File: src/rtl/cpu_control_fsm.sv
`default_nettype none
// ============================================================================
// Module   : cpu_control_fsm
// Multicycle fetch/decode/execute sequencer for the 16-bit CPU datapath.
// Define CPU_FSM_BRANCH_EN to decode Bcond, Jcond and JAL.
// Revision : 1.0
// ============================================================================
module cpu_control_fsm #(
    parameter int MEM_WAIT = 1,
    parameter int CNT_W    = 4
) (
    input  logic        clk,
    input  logic        rst,
    input  logic [15:0] instruction,
    input  logic [4:0]  flags,
    output logic        pc_enable,
    output logic [1:0]  pc_src,
    output logic        r_enable,
    output logic        ls_cntl,
    output logic        we,
    output logic [1:0]  wb_sel,
    output logic        ir_enable
);

    typedef enum logic [3:0] {
        S_FETCH      = 4'd0,
        S_FETCH_WAIT = 4'd1,
        S_DECODE     = 4'd2,
        S_EXEC_R     = 4'd3,
        S_STORE      = 4'd4,
        S_LOAD_ADDR  = 4'd5,
        S_LOAD_WAIT  = 4'd6,
        S_LOAD_WB    = 4'd7,
        S_BR_TAKEN   = 4'd8,
        S_NEXT       = 4'd9,
        S_JAL        = 4'd10
    } state_e;

    localparam int               LAST_INT = (MEM_WAIT > 0) ? MEM_WAIT - 1 : 0;
    localparam logic [CNT_W-1:0] LAST_CNT = LAST_INT[CNT_W-1:0];

    state_e           state_q, state_d;
    logic [CNT_W-1:0] cnt_q, cnt_d;
    logic             cnt_last;

    logic [3:0] op;
    logic [3:0] ext;
    logic       is_load, is_store, is_bcond, is_jcond, is_jal;

    assign op       = instruction[15:12];
    assign ext      = instruction[7:4];
    assign is_load  = (op == 4'b0100) && (ext == 4'b0000);
    assign is_store = (op == 4'b0100) && (ext == 4'b0100);
    assign is_bcond = (op == 4'b1100);
    assign is_jcond = (op == 4'b0100) && (ext == 4'b1100);
    assign is_jal   = (op == 4'b0100) && (ext == 4'b1000);
    assign cnt_last = (cnt_q == LAST_CNT);

    logic unused_ok;
    assign unused_ok = ^{instruction[3:0], instruction[11:8], flags};

`ifdef CPU_FSM_BRANCH_EN
    logic [3:0] cc;
    logic       cond_true;
    logic       br_jump_q, br_jump_d;
    logic       f_c, f_l, f_f, f_z, f_n;

    assign cc  = instruction[11:8];
    assign f_c = flags[0];
    assign f_l = flags[1];
    assign f_f = flags[2];
    assign f_z = flags[3];
    assign f_n = flags[4];

    always_comb begin
        cond_true = 1'b0;
        case (cc)
            4'b0000: cond_true = f_z;
            4'b0001: cond_true = !f_z;
            4'b0010: cond_true = f_c;
            4'b0011: cond_true = !f_c;
            4'b0100: cond_true = f_l;
            4'b0101: cond_true = !f_l;
            4'b0110: cond_true = f_n;
            4'b0111: cond_true = !f_n;
            4'b1000: cond_true = f_f;
            4'b1001: cond_true = !f_f;
            4'b1010: cond_true = !f_l && !f_z;
            4'b1011: cond_true = f_l || f_z;
            4'b1100: cond_true = !f_n && !f_z;
            4'b1101: cond_true = f_n || f_z;
            4'b1110: cond_true = 1'b1;
            default: cond_true = 1'b0;
        endcase
    end

    // Remembers whether the pending taken branch targets a register (Jcond)
    always_ff @(posedge clk or negedge rst) begin
        if (!rst) begin
            br_jump_q <= 1'b0;
        end else begin
            br_jump_q <= br_jump_d;
        end
    end
`endif

    always_ff @(posedge clk or negedge rst) begin
        if (!rst) begin
            state_q <= S_FETCH;
            cnt_q   <= '0;
        end else begin
            state_q <= state_d;
            cnt_q   <= cnt_d;
        end
    end

    always_comb begin
        state_d = state_q;
        cnt_d   = cnt_q;
`ifdef CPU_FSM_BRANCH_EN
        br_jump_d = br_jump_q;
`endif
        case (state_q)
            S_FETCH: begin
                cnt_d   = '0;
                state_d = (MEM_WAIT > 0) ? S_FETCH_WAIT : S_DECODE;
            end
            S_FETCH_WAIT: begin
                if (cnt_last) begin
                    cnt_d   = '0;
                    state_d = S_DECODE;
                end else begin
                    cnt_d = cnt_q + CNT_W'(1);
                end
            end
            S_DECODE: begin
                if (is_load) begin
                    state_d = S_LOAD_ADDR;
                end else if (is_store) begin
                    state_d = S_STORE;
`ifdef CPU_FSM_BRANCH_EN
                end else if (is_bcond || is_jcond) begin
                    br_jump_d = is_jcond;
                    state_d   = cond_true ? S_BR_TAKEN : S_NEXT;
                end else if (is_jal) begin
                    state_d = S_JAL;
`else
                end else if (is_bcond || is_jcond || is_jal) begin
                    state_d = S_NEXT;
`endif
                end else begin
                    state_d = S_EXEC_R;
                end
            end
            S_LOAD_ADDR: begin
                cnt_d   = '0;
                state_d = (MEM_WAIT > 0) ? S_LOAD_WAIT : S_LOAD_WB;
            end
            S_LOAD_WAIT: begin
                if (cnt_last) begin
                    cnt_d   = '0;
                    state_d = S_LOAD_WB;
                end else begin
                    cnt_d = cnt_q + CNT_W'(1);
                end
            end
            S_EXEC_R, S_STORE, S_LOAD_WB, S_NEXT: begin
                state_d = S_FETCH;
            end
`ifdef CPU_FSM_BRANCH_EN
            S_BR_TAKEN, S_JAL: begin
                state_d = S_FETCH;
            end
`endif
            default: begin
                state_d = S_FETCH;
                cnt_d   = '0;
            end
        endcase
    end

    // Moore outputs; unknown encodings leave every enable low
    always_comb begin
        pc_enable = 1'b0;
        pc_src    = 2'b00;
        r_enable  = 1'b0;
        ls_cntl   = 1'b0;
        we        = 1'b0;
        wb_sel    = 2'b00;
        ir_enable = 1'b0;
        case (state_q)
            S_FETCH: begin
                ls_cntl   = 1'b1;
                ir_enable = (MEM_WAIT == 0);
            end
            S_FETCH_WAIT: begin
                ls_cntl   = 1'b1;
                ir_enable = cnt_last;
            end
            S_DECODE: begin
                ls_cntl = 1'b1;
            end
            S_EXEC_R: begin
                r_enable  = 1'b1;
                pc_enable = 1'b1;
                ls_cntl   = 1'b1;
            end
            S_STORE: begin
                we        = 1'b1;
                pc_enable = 1'b1;
            end
            S_LOAD_WB: begin
                r_enable  = 1'b1;
                wb_sel    = 2'b01;
                pc_enable = 1'b1;
            end
            S_NEXT: begin
                pc_enable = 1'b1;
                ls_cntl   = 1'b1;
            end
`ifdef CPU_FSM_BRANCH_EN
            S_BR_TAKEN: begin
                pc_enable = 1'b1;
                pc_src    = br_jump_q ? 2'b10 : 2'b01;
            end
            S_JAL: begin
                r_enable  = 1'b1;
                wb_sel    = 2'b10;
                pc_enable = 1'b1;
                pc_src    = 2'b10;
                ls_cntl   = 1'b1;
            end
`endif
            default: begin
                pc_enable = 1'b0;
            end
        endcase
    end

endmodule
`default_nettype wire

File: config.mk
export PLATFORM = sky130hd
export DESIGN_NAME = cpu_control_fsm
export DESIGN_NICKNAME = d
export VERILOG_FILES = /design/src/rtl/cpu_control_fsm.sv
export SDC_FILE = /design/constraint.sdc
export NUM_CORES = 1
export LEC_CHECK = 0
export BUFFER_PORTS_ARGS = -buffer_cell sky130_fd_sc_hd__buf_2
export CAP_MARGIN = 40
export CORE_MARGIN = 5
export CORE_UTILIZATION = 47
export CTS_BUF_LIST = sky130_fd_sc_hd__clkbuf_16
export DETAILED_ROUTE_END_ITERATION = 8
export PLACE_DENSITY = 0.86
export SLEW_MARGIN = 20
export SYNTH_ARGS = -nofsm -noshare
export SYNTH_HDL_FRONTEND = slang
export SYNTH_SLANG_ARGS = --single-unit
File: constraint.sdc
create_clock -name clk -period 4.93 [get_ports clk]
set_input_delay 0.2465 -clock clk [delete_from_list [all_inputs] [get_ports clk]]
set_output_delay 0.2465 -clock clk [all_outputs]
set_load 0.02 [all_outputs]
== After elaboration in Yosys (flattened, before gate mapping) ==
Index checks and enable logic that the tools add are counted.

* Flip-flop bits (word level): 8
* Input port bits: 23
* Output and inout bits: 9
* Word-level logic and storage cells: 47

* Add/subtract/negate cells: 1
* Eq/ne operators: 15
* Muxes and demuxes: 14
* Reduce and logical (&&, ||, !) cells: 15

{| class="wikitable"
|+ Operators by type and width
! cell !! number
|-
| == test 4 x 3 -> 1 bit, second input constant || 6
|-
| 2-to-1 mux 4 bit || 6
|-
| one-hot mux 4 bit (5 select lines) || 1
|-
| == test 4 bit, second input constant || 4
|-
| logical NOT 4 bit || 3
|-
| OR reduction 5 bit || 2
|-
| == test 4 x 2 -> 1 bit, second input constant || 2
|-
| one-hot mux 4 bit (2 select lines) || 1
|-
| 2-to-1 mux 1 bit || 6
|-
| adder 4 x 1 -> 4 bit, second input constant || 1
|-
| == test 4 x 1 -> 1 bit, second input constant || 1
|-
| logical AND 1 bit || 4
|-
| inequality test 2 bit, second input constant || 2
|-
| OR reduction 2 bit || 2
|-
| OR reduction 4 bit || 1
|-
| logical OR 1 bit || 2
|-
| AND reduction 2 bit || 1
|}

== Depth between registers and ports, before layout ==
* Word-level depth: 8
* Depth in mapped cells: 6
* Depth with buffers taken out: 6

== Worst setup path after synthesis ==
No wires, ideal clock.

* Path kind: register to output
* From: register cnt_q[1]
* To: output port ir_enable
* Data arrival time: 1692 ps
* Required time: 4683 ps
* Slack: 2992 ps
* Stages on the path, launching flop included: 5
* Buffers on the path: 0
* Cells stage by stage: dfrtp_1 -> inv_1 -> ha_1 -> nor3b_1 -> nor4b_1

* Longest elaborated chain between the ends: 2

{| class="wikitable"
|+ Ends and longest elaborated chain
! what !! RTL line !! text
|-
| start, declared || 43 || <nowiki>logic [CNT_W-1:0] cnt_q, cnt_d;</nowiki>
|-
| start signal, assigned || 113 || <nowiki>cnt_q <= cnt_d;</nowiki>
|-
| logical NOT 4 bit || 57 || <nowiki>assign cnt_last = (cnt_q == LAST_CNT);</nowiki>
|-
| 2-to-1 mux 1 bit || 191 || <nowiki>case (state_q)</nowiki>
|-
| end, declared || 22 || <nowiki>output logic ir_enable</nowiki>
|}

No other way between the ends.

== Final worst setup path ==
Ends and elaborated chain as after synthesis.

==> metrics.md <==
| Metric | Value |
|---|---|
| Status | `complete, no violations` |
| Flop pwr share | `28.9%` |
| EDFF count, synth | `0` |
| Compound-Gate Fraction of Synth Area | `22.5%` |
| Reg-to-reg slack, setup | `3040 ps` |
| Int Power | `0.265 mW` |
| Fin nets | `116` |
| Clk pin slew, worst setup/hold paths | `30 ps` |
| Period utilization | `42.9%` |
| Layout area overhead | `23.9%` |
| Power Total | `0.413 mW` |
| Clk sink count | `8` |
| Die width | `46.4 µm` |
| Netlist Area Pre-Place | `623 µm²` |
| Met3 Usage GRT | `1.17%` |
| Worst slew pin tran | `605 ps` |
| Synth Flop Type | `dfrtp_1` |
| Final hold slack | `334 ps` |
| Top achievable clock speed | `0.473 GHz` |
| Clock tree buffer depth | `2` |
| Multiplexer share of the synthesized area | `3.41%` |
| CTS tree | `built` |
| Largest net degree at the start of global routing | `17` |
| Row count | `13` |
| Fillers | `120` |
| Asr flop ratio synth | `100%` |
| RSZ-0062 raised after global routing | `false` |
| Largest family of logic cells by synthesized area | `simple AND/OR/NAND/NOR gates` |
| Setup TNS | `0 ps` |
| Pre-CTS WS | `3090 ps` |
| Synth Area in Adders | `4.02%` |
| Top Usage Layer GRT | `met2` |
| Clock Root Buffer | `clkbuf_16` |
| Reg2reg start | `cnt_q[1]$_DFFE_PN0N_` |
| Worst R2R End | `cnt_q[2]$_DFFE_PN0N_` |
| Critical path required time | `4680 ps` |
| Critical Path Source Type | `flip-flop` |
| Final wirelength | `1270 µm` |
| Post-DP Area | `687 µm²` |
| Comb power frac | `39.2%` |
| Fin. Hold Viols | `0` |
| Fin util | `60.1%` |
| Max_cap viols | `0` |
| Htree depth | `1` |
| IO Port Bufs | `15` |
| Leakage | `0.374 nW` |
| I/O pin total | `32` |
| Die height | `46.4 µm` |
| Flops & latches, synth | `8` |
| Antenna violations before repair | `0` |
| Avg Synthesized Cell Area | `8.31 µm²` |
| Dpl hpwl | `1000 µm` |
| Cells after Synth | `75` |
| GR met1 Demand/Resource | `18.9%` |
| Post-route cell area | `772 µm²` |
| Drt initial violations | `10` |
| Postcts setup bufs | `0` |
| Total Routing Usage GR | `14.6%` |
| Drt wl/cell | `12.2 µm` |
| Clock Latency Late Sink | `230 ps` |
| Final Wtd Congestion | `0.746` |
| XOR/XNOR Fraction of Synth Area | `2.81%` |
| N_diodes | `0` |
| First-pass GRT wire length | `2240 µm` |
| Worst hold path stage count | `3` |
| Critical path type | `reg -> out` |
| Met2 usage | `22.0%` |
| Crit path time final | `2110 ps` |
| Final worst setup slack | `2820 ps` |
| Power density cells | `535 nW/µm²` |
| Slew headroom | `59.6%` |
| Num CTS Buffers | `3` |
| Layout cells sized above 1 | `22.5%` |
| Starting density of the core | `48.5%` |
| Critical path startpoint | `cnt_q[1]$_DFFE_PN0N_` |
| CP max FO | `6` |
| Clock Power Share | `31.9%` |
| Die area | `2150 µm²` |
| Routed Antenna Nets | `0` |
| FF-to-FF path depth | `6` |
| DR vias | `581` |
| Pins Over Slew Limit | `0` |
| Switch share | `36.0%` |
| Worst vdd ir | `303 µV` |
| CP endpoint kind | `output port` |
| Post-route DRC violation count | `0` |
| Placed cells | `100` |
| Number of global-route vias before repair | `556` |
| Endpoints failing setup | `0` |
| Worst path arrival time | `1870 ps` |
| Critical hold path startpoint | `instruction[12]` |
| YS warnings | `0` |
| Post-synthesis sequential area ratio | `32.1%` |
| Storage element area | `200 µm²` |
| Global route total overflow | `0` |
| Skew final | `1.02 ps` |
| Simple-gate share of the synthesized area | `26.7%` |
| Min-Delay Endpoint | `state_q[3]$_DFFE_PN0P_` |
| Core box area | `1280 µm²` |
| Non-Filler Instances | `104` |
| Via density | `5.59` |
| First-pass DRT Iterations | `4` |
| Net switching power | `0.149 mW` |
| Area of the multi-input gates | `382 µm²` |
| Yosys cell types | `33` |
| Hold Crit Class | `in -> reg` |
[sequential cells by signal (all words and copies together), names as in the netlist]
| signal | cells |
|---|---|
| cnt_q | 4 |
| state_q | 4 |
[metal layers]
layer	up-vias	routed length, µm
li1	296	-
met1	267	558
met2	16	623
met3	2	64
met4	0	23
met5	-	0
[cell usage after synthesis (all sizes together) (3+ instances only)]
cell type	n	share of area (%)
a21oi	8	6.4
dfrtp	8	32
nor2	6	3.6
nor2b	5	5.0
clkbuf	4	2.4
buf	3	3.6
inv	3	1.8
nand2	3	1.8
nor3	3	2.4
nor3b	3	3.6
o21ai	3	2.4
[critical path: stages (launching register included)]
cell	delay (ps)
dfrtp_1	420
inv_1	80
ha_1	130
nor3b_1	510
nor4b_1	290
buf_2	210
[cell usage in the layout, fill, tap and decap left out, drive strengths merged, types with 3 or more instances in the layout]
cell type	instances
conb	3
inv	3
nor3	3
nor3b	3
a21oi	8
nor2b	5
buf	15
nor2	6
dfrtp	8
o21ai	3
nand2	3
clkbuf	3
[power groups by stage]
stage / Clock (mW) / Combinational, mW / Sequential, mW
3_5_place_dp: 0 / 0.162 / 0.120
4_1_cts: 0.135 / 0.164 / 0.119
5_1_grt: 0.138 / 0.181 / 0.126
3_3_place_gp: 0 / 0.156 / 0.118
6_report: 0.132 / 0.162 / 0.119
2_1_floorplan: 0 / 0.145 / 0.0987
[cell families (layout without fill, tap and decap cells)]
group / after synthesis / in the layout
other: 1 / 3
flip-flops: 8 / 8
adder cells (fa/ha/maj): 2 / 2
AND/OR/NAND/NOR: 29 / 29
buffers and inverters: 10 / 22
XOR/XNOR: 2 / 2
AO/OA/AOI/OAI: 21 / 21
multiplexers: 2 / 2
[cell type report]
cell class                      instances  area share, %
Multi-Input combinational cell         59           49.4
Sequential cell                         8           25.9
Timing Repair Buffer                   16           11.0
Clock buffer                            3           9.72
Tap cell                               15           2.43
Inverter                                3           1.46
[what timing repair did]
action,4_1_cts,5_1_grt
gates resized for setup,0,0
hold buffers,1,0
hold endpoints to repair,8,0
[worst max-delay path by stage]
stage	endpoint	slack, ps	cells past startpoint
after detailed placement	ir_enable	3090	5
after CTS	ir_enable	2830	5
after floorplan	ir_enable	2990	4
after global placement	cnt_q[2]$_DFFE_PN0N_	3130	6
after global routing	ir_enable	2670	5
final	ir_enable	2820	5
(Power assumes the default switching activity.)
